<file path="src/rtl/exp_range_monitor.sv">
// Purpose : registers a rounded exponent and flags it as overflow (> U_LIMIT) or
//           underflow (< L_LIMIT); counts flagged results in a saturating counter.
// Latency : 1 cycle from transfer to out_valid/exp_out/overflow/underflow.
// Backpressure: in_ready = !out_valid || out_ready, so the output stage holds while
//           downstream stalls and streams one result per cycle otherwise.
//
// Optional feature macro: EXP_MON_STICKY_EN adds sticky_ovf/sticky_unf ports.
//
// Ports:
//   clk, rst          - clock, synchronous active-high reset
//   in_valid/in_ready - input handshake; in_exp is the EW-bit exponent
//   out_valid/out_ready - output handshake; exp_out, overflow, underflow held result
//   clr               - synchronous clear of exc_count (and sticky flags)
//   exc_count         - saturating count of accepted flagged results
//   sticky_ovf/unf    - accumulated flags (only with EXP_MON_STICKY_EN)
module exp_range_monitor #(
  parameter int          EW      = 9,
  parameter int unsigned U_LIMIT = 2 ** (EW - 1) - 2,
  parameter int unsigned L_LIMIT = 1,
  parameter int          CW      = 8
) (
  input  logic          clk,
  input  logic          rst,
  input  logic          in_valid,
  output logic          in_ready,
  input  logic [EW-1:0] in_exp,
  output logic          out_valid,
  input  logic          out_ready,
  output logic          overflow,
  output logic          underflow,
  output logic [EW-1:0] exp_out,
  input  logic          clr,
  output logic [CW-1:0] exc_count
`ifdef EXP_MON_STICKY_EN
  ,
  output logic          sticky_ovf,
  output logic          sticky_unf
`endif
);

  localparam logic [EW-1:0] U_LIM   = U_LIMIT[EW-1:0];
  localparam logic [EW-1:0] L_LIM   = L_LIMIT[EW-1:0];
  localparam logic [CW-1:0] CNT_MAX = {CW{1'b1}};

  logic          vld_q, vld_d;
  logic          ovf_q, ovf_d;
  logic          unf_q, unf_d;
  logic [EW-1:0] exp_q, exp_d;
  logic [CW-1:0] cnt_q, cnt_d;
  logic [CW-1:0] cnt_base;
  logic          xfer;
  logic          ovf_in;
  logic          unf_in;

  // Reset forces in_ready high so upstream never sees a stall during reset;
  // anything it offers in that cycle is dropped via the !rst term in xfer.
  assign in_ready = rst | ~vld_q | out_ready;
  assign xfer     = in_valid & in_ready & ~rst;
  assign ovf_in   = (in_exp > U_LIM);
  assign unf_in   = (in_exp < L_LIM);

  always_comb begin
    vld_d = vld_q;
    ovf_d = ovf_q;
    unf_d = unf_q;
    exp_d = exp_q;
    if (xfer) begin
      vld_d = 1'b1;
      ovf_d = ovf_in;
      unf_d = unf_in;
      exp_d = in_exp;
    end else if (out_ready) begin
      // Result consumed with nothing behind it: drop valid and the flags with it.
      vld_d = 1'b0;
      ovf_d = 1'b0;
      unf_d = 1'b0;
    end
  end

  // clr is applied first so a counted transfer in the same cycle lands on 1.
  always_comb begin
    cnt_base = clr ? '0 : cnt_q;
    cnt_d    = cnt_base;
    if (xfer && (ovf_in || unf_in) && (cnt_base != CNT_MAX)) begin
      cnt_d = cnt_base + CW'(1);
    end
  end

  always_ff @(posedge clk) begin
    if (rst) begin
      vld_q <= 1'b0;
      ovf_q <= 1'b0;
      unf_q <= 1'b0;
      exp_q <= '0;
      cnt_q <= '0;
    end else begin
      vld_q <= vld_d;
      ovf_q <= ovf_d;
      unf_q <= unf_d;
      exp_q <= exp_d;
      cnt_q <= cnt_d;
    end
  end

  assign out_valid = vld_q;
  assign exp_out   = exp_q;
  // Gated by valid so the flags can never be seen without a result.
  assign overflow  = ovf_q & vld_q;
  assign underflow = unf_q & vld_q;
  assign exc_count = cnt_q;

`ifdef EXP_MON_STICKY_EN
  logic sovf_q, sovf_d;
  logic sunf_q, sunf_d;

  // A flag set in the clearing cycle survives the clear.
  always_comb begin
    sovf_d = (clr ? 1'b0 : sovf_q) | (xfer & ovf_in);
    sunf_d = (clr ? 1'b0 : sunf_q) | (xfer & unf_in);
  end

  always_ff @(posedge clk) begin
    if (rst) begin
      sovf_q <= 1'b0;
      sunf_q <= 1'b0;
    end else begin
      sovf_q <= sovf_d;
      sunf_q <= sunf_d;
    end
  end

  assign sticky_ovf = sovf_q;
  assign sticky_unf = sunf_q;
`endif

endmodule

</file>
<file path="config.mk">
export PLATFORM = sky130hd
export DESIGN_NAME = exp_range_monitor
export DESIGN_NICKNAME = d
export VERILOG_FILES = /design/src/rtl/exp_range_monitor.sv
export SDC_FILE = /design/constraint.sdc
export NUM_CORES = 1
export LEC_CHECK = 0
export BUFFER_PORTS_ARGS = -buffer_cell sky130_fd_sc_hd__buf_4
export CAP_MARGIN = 20
export CORE_MARGIN = 2
export CORE_UTILIZATION = 39
export DETAILED_ROUTE_END_ITERATION = 10
export PLACE_DENSITY = 0.68
export REMOVE_ABC_BUFFERS = 1
export SLEW_MARGIN = 20
export SYNTH_ARGS = -nofsm -noshare
export SYNTH_HDL_FRONTEND = slang
export SYNTH_SLANG_ARGS = --single-unit
</file>
<file path="constraint.sdc">
create_clock -name clk -period 1.9 [get_ports clk]
set_input_delay 0.285 -clock clk [delete_from_list [all_inputs] [get_ports clk]]
set_output_delay 0.285 -clock clk [all_outputs]
set_load 0.02 [all_outputs]
</file>
==> results.json <==
{
  "synth_cell_type_count": 33,
  "die-width_um": 53.7,
  "crit_chain": "nor2b_2 -> ha_1 -> nand3_1 -> or2_2 -> a311oi_1 -> a41o_1",
  "number_of_flip_flops_and_latches_in_the_synthesized_netlist": 20,
  "flow.area_growth_from_synthesis_pct": 38.2,
  "synthTopCellsByArea": "sky130_fd_sc_hd__dfxtp_1, sky130_fd_sc_hd__nand2b_1, sky130_fd_sc_hd__nand2_1",
  "via_count": 937,
  "worst_skew_late_latency_ns": 0.30,
  "number_of_inserted_diodes": 0,
  "core_area_mm2": 0.00241,
  "finalWeightedCongestion": 0.795,
  "drt-pass1-iter-count": 4,
  "final_max_slew_viol_count": 0,
  "placementRows": 18,
  "worstHoldPathType": "in -> reg",
  "timing_worst_setup_path_type": "reg -> reg",
  "crit_path_start_kind": "flip-flop",
  "period_needed_ns": 1.75,
  "fill_cells": 235,
  "cts.reportedPaths.clkPinSlew_ns": 0.10,
  "wl_cell_um": 12.5,
  "finalWirelength_mm": 2.29,
  "dp_worst_setup_slack_ns": -0.0488,
  "remaining_drc_errors": 0,
  "critPathArrivalTime_ns": 2.00,
  "worstReg2RegEnd": "exc_count[2]$_SDFF_PP0_",
  "post_synthesis_instance_total": 112,
  "remaining_number_of_nets_flagged_by_the_antenna_check_after_routing": 0,
  "yosys.cell_count.top_type": "sky130_fd_sc_hd__dfxtp_1",
  "nets": 170,
  "status": "finished, final reports clean",
  "layout.cell_area.non_filler_mm2": 0.00133,
  "antenna_found_initial": 0,
  "drt_first_iter_violations": 5,
  "synthesis.area_um2": 963,
  "design.portCount": 35,
  "crit-reg2reg-launch": "exc_count[0]$_SDFF_PP0_",
  "cts.path.max_buffers": 2,
  "clock-skew-final_ns": 0.00219,
  "grt_max_degree": 21,
  "cts_buffers": 3,
  "reg2reg_setup_slack_ns": 0.15,
  "cts.root.buffer_cell": "sky130_fd_sc_hd__clkbuf_4",
  "post-synth-top-area-cell": "sky130_fd_sc_hd__dfxtp_1",
  "min_from": "clr",
  "avgSynthCellArea_um2": 8.60,
  "final_layout_size_suffix_gt1_share_pct": 34.6,
  "max_slew_margin_pct": 74.0,
  "synth_enable_flop_cells": 0,
  "die_height_um": 53.7,
  "async_set_or_reset_flop_fraction_in_the_synthesized_netlist_pct": 0,
  "synth-main-ff-cell": "sky130_fd_sc_hd__dfxtp_1",
  "first_global_vias": 819,
  "power.density_cell_area_mw_per_mm2": 584,
  "clock_tree_from_tritoncts": "built",
  "maxCapViolations": 0,
  "synth-warning-count": 0,
  "tightestPinTransition_ns": 0.388,
  "reg2reg_depth": 6,
  "initial_utilization_pct": 40.0,
  "post_synth_most_frequent_cells": "sky130_fd_sc_hd__dfxtp_1, sky130_fd_sc_hd__nand2_1, sky130_fd_sc_hd__nand2b_1, sky130_fd_sc_hd__o21ai_0, sky130_fd_sc_hd__nor2_1",
  "final_critical_path_setup_slack_ns": 0.153,
  "placed_area_mm2": 0.00130,
  "post_cts.repair.setup_buffers": 0,
  "leakage_power_uw": 0.000557,
  "power.ir.vdd_worst_uv": 440,
  "worst-endpoint-required_ns": 2.16,
  "tritoncts_num_sinks": 20,
  "timing.critical_path.slowest_cell_delay_ns": 0.36,
  "period_share_pct": 92.0,
  "cts_htree_levels": 1,
  "critical_path_buf_inv_count": 0,
  "min_path_cells": 2,
  "worst-path-max-fanout": 4,
  "global_route_wire_length_before_repair_mm": 3.67,
  "p_total_uw": 778,
  "io_buffer_count": 34,
  "worst_path_max_delay_cell": "sky130_fd_sc_hd__dfxtp_1",
  "global_route.overflow_total": 0,
  "die-area_mm2": 0.00288,
  "all_layer_gr_usage_pct": 18.4,
  "hold_path_end": "exc_count[4]$_SDFF_PP0_",
  "hold_viol": 0,
  "dpl.hpwl_mm": 1.78,
  "synth_sequential_area_ratio_pct": 41.6,
  "setup.worst_path.end_class": "flip-flop",
  "finalSetupViolations": 0,
  "vias_per_cell": 5.12,
  "grt_setup_unrepaired": "false",
  "post-synth-top-area-fraction_pct": 41.6,
  "clock.fmax_mhz": 572,
  "worst_path_dominant_cell_family": "simple AND/OR/NAND/NOR gates"
}
report_power, final:
group          switching [µW]  internal (µW)  leakage [µW]
registers                8.61            435      0.000163
logic                    69.9           63.8      0.000380
clock network             126           74.2     0.0000138
total                     205            573      0.000557
cell families (layout without fill, tap and decap cells):
logic type / Yosys count / count (layout) / share of synthesized area (%)
xor+xnor: 4 / 4 / 3.64
simple gates: 53 / 53 / 31.0
buf+inv: 6 / 47 / 2.34
fa+ha+maj: 1 / 1 / 1.30
compound gates: 26 / 26 / 18.1
flops: 20 / 20 / 41.6
mux: 2 / 2 / 2.08
worst reg2reg max path, cell delays in order, from the launching register on:
cell                       delay, ns
sky130_fd_sc_hd__dfxtp_1        0.36
sky130_fd_sc_hd__nor2b_2        0.21
sky130_fd_sc_hd__ha_1           0.25
sky130_fd_sc_hd__nand3_1        0.15
sky130_fd_sc_hd__or2_2          0.33
sky130_fd_sc_hd__a311oi_1       0.28
sky130_fd_sc_hd__a41o_1         0.12
worst max path at each step:
stage,from,to,slack (ns),cells after the start
final,exc_count[0]$_SDFF_PP0_,exc_count[2]$_SDFF_PP0_,0.15,6
after global routing,exc_count[0]$_SDFF_PP0_,exc_count[2]$_SDFF_PP0_,0.01,6
after CTS,exc_count[0]$_SDFF_PP0_,exc_count[4]$_SDFF_PP0_,0.05,7
after detailed placement,in_exp[5],exc_count[2]$_SDFF_PP0_,-0.05,7
after global placement,in_exp[5],exc_count[3]$_SDFF_PP0_,-0.02,6
after floorplan,out_valid$_SDFFE_PP0P_,exc_count[3]$_SDFF_PP0_,-0.18,5
registers in the layout, indices dropped and copies added (netlist names):
| register | flops |
|---|---|
| exc_count | 8 |
| out_valid | 1 |
| unf_q | 1 |
| ovf_q | 1 |
| exp_out | 9 |
area by class of cell:
cell class / instances / area, µm² / area share (%)
clock buffer: 3 / 22.5 / 1.69
inverter: 2 / 7.51 / 0.564
multi-input combinational: 86 / 548 / 41.2
sequential: 20 / 400 / 30.1
tap: 30 / 37.5 / 2.82
timing repair buffer: 42 / 315 / 23.7
metal layers:
metal	global-route usage (%)	routed length [µm]	up-vias
met1	22.9	1040	430
met4	10.3	51	0
met5	0	0	-
met2	28.7	1110	18
met3	5.00	92	5
li1	-	-	484
placed cells by master (no fill, tap or decap):
cell type	n
sky130_fd_sc_hd__or3b_2	2
sky130_fd_sc_hd__o311ai_0	1
sky130_fd_sc_hd__o211ai_1	2
sky130_fd_sc_hd__mux2i_1	2
sky130_fd_sc_hd__and3b_1	1
sky130_fd_sc_hd__xor2_1	1
sky130_fd_sc_hd__o2111ai_1	2
sky130_fd_sc_hd__dfxtp_1	20
sky130_fd_sc_hd__or2_2	1
sky130_fd_sc_hd__nor4_4	1
sky130_fd_sc_hd__and3_1	1
sky130_fd_sc_hd__or3_1	2
sky130_fd_sc_hd__nand3_1	4
sky130_fd_sc_hd__ha_1	1
sky130_fd_sc_hd__a21oi_1	5
sky130_fd_sc_hd__o21a_1	1
sky130_fd_sc_hd__o21bai_1	1
sky130_fd_sc_hd__nand4_1	3
sky130_fd_sc_hd__nor2_1	7
sky130_fd_sc_hd__nor2b_1	1
sky130_fd_sc_hd__a311oi_1	2
sky130_fd_sc_hd__a2111o_1	1
sky130_fd_sc_hd__nor3_2	1
sky130_fd_sc_hd__clkbuf_4	3
sky130_fd_sc_hd__xnor2_1	3
sky130_fd_sc_hd__and2_1	2
sky130_fd_sc_hd__nand2b_1	10
sky130_fd_sc_hd__buf_4	42
sky130_fd_sc_hd__nor3_1	1
sky130_fd_sc_hd__o21ai_2	1
sky130_fd_sc_hd__nor2b_2	1
sky130_fd_sc_hd__nand2_1	14
sky130_fd_sc_hd__a41o_1	1
sky130_fd_sc_hd__o21ai_0	9
sky130_fd_sc_hd__or4_4	1
sky130_fd_sc_hd__inv_1	2
per-stage QoR:
step / TNS, ns / util, % / std cells / hold slack, ns
after global placement: -0.0601 / 54.0 / 180 / 0.459
after detailed placement: -0.177 / 54.0 / 180 / 0.468
after global routing: 0 / 55.2 / 183 / 0.154
final: 0 / 55.2 / 183 / 0.172
after floorplan: -0.409 / - / 108 / 0.354
after CTS: 0 / 54.9 / 183 / 0.157
what timing repair did:
action / 4_1_cts / 5_1_grt
hold buffers: 0 / 0
resized for setup: 0 / 2
setup endpoints to repair: 0 / 3
Note: power is estimated with default switching activity, not from simulation.
